<file path="src/rtl/ghost_collision_monitor.sv">
// Pacman-vs-ghost proximity detector: one squared-distance check per cycle over a per-frame snapshot, plus lives tracking.
// Define COLLISION_INVULN_EN to grant INVULN_FRAMES frames of invulnerability after each life loss.
module ghost_collision_monitor #(
  parameter int NUM_GHOSTS    = 3,
  parameter int COORD_W       = 10,
  parameter int RADIUS_SQ     = 64,
  parameter int LIVES         = 3,
  parameter int INVULN_FRAMES = 60,
  localparam int LIVES_W      = $clog2(LIVES + 1)
) (
  input  logic                          Clk,
  input  logic                          Reset,
  input  logic                          frame_clk,
  input  logic [COORD_W-1:0]            pacmanX,
  input  logic [COORD_W-1:0]            pacmanY,
  input  logic [NUM_GHOSTS*COORD_W-1:0] ghostX,
  input  logic [NUM_GHOSTS*COORD_W-1:0] ghostY,
  output logic [NUM_GHOSTS-1:0]         hit_mask,
  output logic                          life_lost,
  output logic [LIVES_W-1:0]            lives,
  output logic                          isDefeated,
  output logic                          busy
);

  localparam int IDX_W  = (NUM_GHOSTS > 1) ? $clog2(NUM_GHOSTS) : 1;
  localparam int DIST_W = 2 * COORD_W + 1;

  localparam logic [1:0] ST_IDLE    = 2'd0;
  localparam logic [1:0] ST_SCAN    = 2'd1;
  localparam logic [1:0] ST_RESOLVE = 2'd2;

  localparam logic [IDX_W-1:0] LAST_IDX = IDX_W'(NUM_GHOSTS - 1);

  logic [1:0]                    state;
  logic                          fc_q;
  logic                          frame_edge;
  logic [COORD_W-1:0]            snap_px;
  logic [COORD_W-1:0]            snap_py;
  logic [NUM_GHOSTS*COORD_W-1:0] snap_gx;
  logic [NUM_GHOSTS*COORD_W-1:0] snap_gy;
  logic [IDX_W-1:0]              idx;
  logic [NUM_GHOSTS-1:0]         scratch;
  logic [COORD_W-1:0]            cur_gx;
  logic [COORD_W-1:0]            cur_gy;
  logic [COORD_W-1:0]            dx;
  logic [COORD_W-1:0]            dy;
  logic [DIST_W-1:0]             dist_sq;
  logic                          hit;
  logic                          hit_now;
  logic                          loss;

`ifdef COLLISION_INVULN_EN
  localparam int INV_W = (INVULN_FRAMES > 0) ? $clog2(INVULN_FRAMES + 1) : 1;
  logic [INV_W-1:0] invuln_cnt;
`else
  logic hit_prev;
`endif

  assign frame_edge = frame_clk && !fc_q;

  // Evaluation reads only the snapshot, so ghosts moving mid-scan cannot disturb it.
  assign cur_gx  = snap_gx[int'(idx)*COORD_W +: COORD_W];
  assign cur_gy  = snap_gy[int'(idx)*COORD_W +: COORD_W];
  assign dx      = (snap_px >= cur_gx) ? (snap_px - cur_gx) : (cur_gx - snap_px);
  assign dy      = (snap_py >= cur_gy) ? (snap_py - cur_gy) : (cur_gy - snap_py);
  assign dist_sq = DIST_W'(dx) * DIST_W'(dx) + DIST_W'(dy) * DIST_W'(dy);
  assign hit     = dist_sq < DIST_W'(RADIUS_SQ);

  assign hit_now = |scratch;

`ifdef COLLISION_INVULN_EN
  assign loss = hit_now && (invuln_cnt == '0) && (lives != '0);
`else
  assign loss = hit_now && !hit_prev && (lives != '0);
`endif

  always_ff @(posedge Clk) begin
    if (Reset) begin
      state     <= ST_IDLE;
      fc_q      <= 1'b0;
      snap_px   <= '0;
      snap_py   <= '0;
      snap_gx   <= '0;
      snap_gy   <= '0;
      idx       <= '0;
      scratch   <= '0;
      hit_mask  <= '0;
      life_lost <= 1'b0;
      lives     <= LIVES_W'(LIVES);
`ifdef COLLISION_INVULN_EN
      invuln_cnt <= '0;
`else
      hit_prev  <= 1'b0;
`endif
    end else begin
      fc_q      <= frame_clk;
      life_lost <= 1'b0;
      case (state)
        ST_IDLE: begin
          if (frame_edge) begin
            snap_px <= pacmanX;
            snap_py <= pacmanY;
            snap_gx <= ghostX;
            snap_gy <= ghostY;
            idx     <= '0;
            scratch <= '0;
            state   <= ST_SCAN;
          end
        end
        ST_SCAN: begin
          scratch[idx] <= hit;
          if (idx == LAST_IDX) begin
            state <= ST_RESOLVE;
          end else begin
            idx <= idx + IDX_W'(1);
          end
        end
        ST_RESOLVE: begin
          hit_mask <= scratch;
          if (loss) begin
            lives     <= lives - LIVES_W'(1);
            life_lost <= 1'b1;
          end
`ifdef COLLISION_INVULN_EN
          // The counter runs in frames, so it only moves on RESOLVE.
          if (loss) begin
            invuln_cnt <= INV_W'(INVULN_FRAMES);
          end else if (invuln_cnt != '0) begin
            invuln_cnt <= invuln_cnt - INV_W'(1);
          end
`else
          hit_prev <= hit_now;
`endif
          state <= ST_IDLE;
        end
        default: state <= ST_IDLE;
      endcase
    end
  end

  assign isDefeated = (lives == '0);
  assign busy       = (state != ST_IDLE);

endmodule

</file>
<file path="config.mk">
export PLATFORM = sky130hd
export DESIGN_NAME = ghost_collision_monitor
export DESIGN_NICKNAME = d
export VERILOG_FILES = /design/src/rtl/ghost_collision_monitor.sv
export SDC_FILE = /design/constraint.sdc
export NUM_CORES = 1
export LEC_CHECK = 0
export BUFFER_PORTS_ARGS = -buffer_cell sky130_fd_sc_hd__buf_2
export CORE_ASPECT_RATIO = 0.8
export CORE_MARGIN = 2
export CORE_UTILIZATION = 40
export CTS_CLUSTER_SIZE = 14
export DETAILED_ROUTE_END_ITERATION = 16
export PLACE_DENSITY = 0.53
export SYNTH_ARGS = -nofsm -noshare
export SYNTH_HDL_FRONTEND = slang
export SYNTH_SLANG_ARGS = --single-unit
export TNS_END_PERCENT = 10
</file>
<file path="constraint.sdc">
create_clock -name Clk -period 13.5 [get_ports Clk]
set_clock_uncertainty 0.05 [all_clocks]
set_input_delay 0.675 -clock Clk [delete_from_list [all_inputs] [get_ports Clk]]
set_output_delay 0.675 -clock Clk [all_outputs]
set_load 0.01 [all_outputs]
</file>
# --- After elaboration in Yosys (flattened, before gate mapping) ---
# Cells that the tools add are included.
op_classes:
  bitwise: 1
  eq_ne: 6
  add_sub_neg: 7
  n_div: 0
  shift: 2
  order_cmp: 5
  reduce_logical: 18
  muxes: 14
  mul: 3
ops:
  columns: ["operator", "count"]
  rows:
  - ["multiplier 10 x 10 -> 20 bit", 2]
  - ["subtractor 10 bit", 4]
  - ["indexed part select 30 x 32 -> 10 bit", 1]
  - ["indexed part select 30 x 7 -> 10 bit", 1]
  - ["adder 20 x 20 -> 21 bit", 1]
  - ["less-than comparator 21 x 7 -> 1 bit, second input constant", 1]
  - [">= comparator 10 bit", 2]
  - ["2-to-1 mux 10 bit", 2]
  - ["2-to-1 mux 2 bit", 4]
  - ["one-hot mux 2 bit (2 select lines)", 2]
  - ["AND reduction 2 bit", 4]
  - ["inequality test 2 bit, second input constant", 3]
  - ["one-hot mux 3 bit (2 select lines)", 1]
  - ["nonzero test 2 bit", 3]
  - ["multiplier 2 x 3 -> 5 bit, second input constant", 1]
  - ["equality test 2 bit, second input constant", 2]
  - ["logical AND 1 bit", 4]
  - ["logical NOT 2 bit", 2]
  - ["bitwise mux 3 bit", 1]
  - ["less-than comparator 2 x 3 -> 1 bit, second input constant", 1]
  - ["2-to-1 mux 3 bit", 1]
  - ["AND reduction 3 bit", 1]
  - ["OR reduction 3 bit", 1]
  - ["adder 2 x 1 -> 2 bit, second input constant", 1]
  - ["8 further kinds", 10]
word_totals:
  regBits: 95
  n_memories: 0
  ramBits: 0
  latchBits: 0
  input_bits: 83
  wordCells: 68
  romBits: 0
  out_inout_bits: 8

# --- Logic depth before layout (Yosys ltp) ---
depth:
  word_depth: 9
  ltp_mapped: 44
  ltp_nobuf: 39

# --- Worst setup path after synthesis ---
# OpenSTA, ideal clock, no wires.
synth_path:
  path_kind: "reg-to-reg"
  start: "register idx[0]"
  end: "register scratch[0]"
  slack_ns: 3.061
  path_buffers: 6
  path_stages_with_launch: 42
  period_less_slack_ns: 10.439
  arrival_ns: 10.302
  path_cell_list: "dfxtp_1 clkbuf_1 clkbuf_1 mux2i_1 o21a_1 inv_1 ha_1 inv_1 fa_1 a21o_1 a21oi_1 o211ai_1 a31o_2 buf_2 buf_2 nor3_1 a21oi_1 a21o_1 [6 not listed] fa_1 fa_1 fa_1 fa_1 inv_1 fa_1 inv_1 ha_1 clkbuf_1 nand3_1 a211oi_1 nor2_1 xnor2_1 o211a_1 a211oi_1 o2111ai_1 or4_4 o31ai_1"
synth_via:
  elab_chain_cells: 9
synth_lines:
  columns: ["element", "line_no", "rtl"]
  rows:
  - ["start: declaration", "41", "logic [IDX_W-1:0] idx;"]
  - ["start signal: assignment", "115", "idx <= idx + IDX_W'(1);"]
  - ["multiplier 2 x 3 -> 5 bit", "62, 63", null]
  - ["indexed part select 30 x 32 -> 10 bit / indexed part select 30 x 7 -> 10 bit (equally long branches)", "62, 63", null]
  - ["subtractor 10 bit, or another cell as far along", "64", "assign dx = (snap_px >= cur_gx) ? (snap_px - cur_gx) : (cur_gx - snap_px);"]
  - ["2-to-1 mux 10 bit (on tied branches)", "64, 65", null]
  - ["multiplier 10 x 10 -> 20 bit", "66", "assign dist_sq = DIST_W'(dx) * DIST_W'(dx) + DIST_W'(dy) * DIST_W'(dy);"]
  - ["adder 20 x 20 -> 21 bit", "66", null]
  - ["less-than comparator 21 x 7 -> 1 bit", "67", "assign hit = dist_sq < DIST_W'(RADIUS_SQ);"]
  - ["bitwise mux 3 bit *", "111", "scratch[idx] <= hit;"]
  - ["one-hot mux 3 bit (2 select lines) *", "98", "case (state)"]
  - ["end signal: indexed assignment", "111", null]
  - ["end: declaration", "42", "logic [NUM_GHOSTS-1:0] scratch;"]
# Every way passes the cells marked *; elsewhere a longest branch is shown, timed or not.
# A chain may end at the register's enable or synchronous reset.

# --- Final worst setup path ---
# Same ends and word-level chain as after synthesis.

==> impl_metrics.tcl <==
set metrics [dict create \
    status "completed" \
    worstSkewPairLatency_ns 0.35 \
    core_area_um2 28400 \
    cpPeakStageDelay_ns 0.83 \
    finalCritPeriodShare 0.810 \
    die_x_um 194 \
    path_class "reg -> reg" \
    clk_path_buf_depth 2 \
    pin_count 91 \
    ys_seq_elements 95 \
    gr-total-overflow 0 \
    synth_area_per_cell_um2 8.34 \
    cp_max_fo 35 \
    cts.sinks 95 \
    drcViolationCount 0 \
    relSlewSlack 0.283 \
    crit_required_ns 13.71 \
    drt_iter0_drc 411 \
    synthTopCellsByArea "fa_1, dfxtp_1, ha_1" \
    async_flop_share 0 \
    yosys.area.top_type_share 0.231 \
    grt_pass1_wl_um 48000 \
    cts_tree "built" \
    fp-row-count 55 \
    post-place-ws_ns 2.56 \
    avgRoutedWirePerCell_um 15.8 \
    synth_cell_type_count 81 \
    hold_viol_final 0 \
    grt_pass1_vias 9296 \
    fmax_mhz 91.4 \
    yosysSeqAreaShare 0.164 \
    critPathCaptureType "register" \
    fin_setup_tns_ns 0 \
    antenna_found_initial 0 \
    startpoint_type "register" \
    via_per_inst 5.08 \
    tightest_slew_ns 1.07 \
    drive_above_1_share 0.124 \
    cts-htree-levels 3 \
    ys.flop_type "dfxtp_1" \
    final_cell_mix "inv_1, nand2_1, fa_1" \
    slew_viol_final 0 \
    syn-num-nets 1734 \
    path_clk_slew_ns 0.07 \
    path_common_cell "fa_1" \
    finalCriticalPeriod_ns 10.94 \
    die_y_um 156 \
    dpl.hpwl_um 23800 \
    synth_area_um2 11600 \
    diodes 0 \
    rsz0062_at_grt "no" \
    initial_core_util 0.408 \
    io_buffers 90 \
    grt_max_degree 84 \
    place.gp.congestion 0.872 \
    yosysTopAreaCell "fa_1" \
    cts_setup_buffers 0 \
    cp.arrival_ns 11.15 \
    setup_violations 0 \
    numCtsBuffers 9 \
    track_usage 0.196 \
    area_delta_synth_final_pct 9.76 \
    syn_inst 1392 \
    drv_cap 0 \
    ctsHoldBuffers 0 \
    antenna_left 0 \
    fp.dieArea_um2 30400 \
    final_common_cell "inv_1" \
    dr.pass1.iters 7 \
    root_buffer "clkbuf_16" \
    via_count 9276 \
    cts_resized 0 \
    wl_um 28900 \
    synth_edf_count 0 \
    min-delay-path-class "reg -> reg" \
    yosys_warnings 0 \
    finalNetCount 1793 \
    cpMaxStageDelayCell "xnor2_1" \
    postLayoutSetupSlackWorst_ns 2.56 \
]
-- flip-flops by register name, indices dropped and copies added, names as in the netlist, 2 cells and up --
signal,count
snap_px,10
snap_gy,30
snap_gx,30
hit_mask,3
lives,2
idx,2
state,2
scratch,3
snap_py,10
-- area by class of cell --
type                    count  area [µm²]
fillers                  2857       15700
repair buffers            105         563
multi-input cells        1013        8600
clock inverters             6         115
well taps                 370         463
inverters                 227         852
flip-flops and latches     95        1900
clock buffers              10         239
-- cells in the mapped netlist (15+ instances only) --
cell	count
ha_1	125
clkbuf_1	49
inv_1	226
nand2b_1	17
o22a_1	15
mux2i_1	36
a21oi_1	128
or2_2	21
a21o_1	17
nand2_1	211
xnor2_1	21
nor2_1	107
fa_1	134
dfxtp_1	95
-- critical path: cells and delay by family (launching register included) --
kind                       cells  cell delay (ns)
adders and majority gates      9             4.40
DFF                            1             0.36
xor gates and xnor gates       1             0.83
buffers and inverters          7             0.91
AOI/OAI and AO/OA             10             2.11
and+or+nand+nor                4             1.25
muxes                          3             0.96
-- through the flow --
stage	util	cells	area, µm²	hold WS [ns]
after CTS	0.448	1826	12700	0.406
final	0.448	1826	12700	0.403
after global routing	0.448	1826	12700	0.425
after global placement	0.436	1810	12400	0.393
after floorplan	-	1392	11600	0.386
after detailed placement	0.436	1810	12400	0.396
-- metal layers --
metal  GRT usage  routed length (µm)  vias to the layer above
li1            -                   -                     4623
met1       0.297               15500                     4473
met2       0.305               12200                      165
met3      0.0265                1050                       15
met4      0.0223                 173                        0
met5           0                   0                        -
-- cells by family (layout without fill, tap and decap cells) --
group / Yosys count / count (layout) / synth area share
fa+ha+maj: 259 / 259 / 0.366
mux: 50 / 50 / 0.0449
buf+inv: 284 / 348 / 0.0953
xor+xnor: 32 / 32 / 0.0261
compound gates: 258 / 258 / 0.146
flops: 95 / 95 / 0.164
simple gates: 414 / 414 / 0.157
-- worst paths after layout --
| path | slack, ns | endpoint | start | cells past startpoint |
|---|---|---|---|---|
| setup / recovery | 2.56 | scratch[0] | idx[0] | 34 |
| hold / removal | 0.40 | snap_gx[26] | snap_gx[26] | 2 |
| setup reg to reg | 2.56 | scratch[0] | idx[0] | 34 |
| hold reg to reg | 0.40 | snap_gx[26] | snap_gx[26] | 2 |
Power is not shown: default switching activity piles up to over one toggle a cycle in this logic, so the estimate is an artifact.
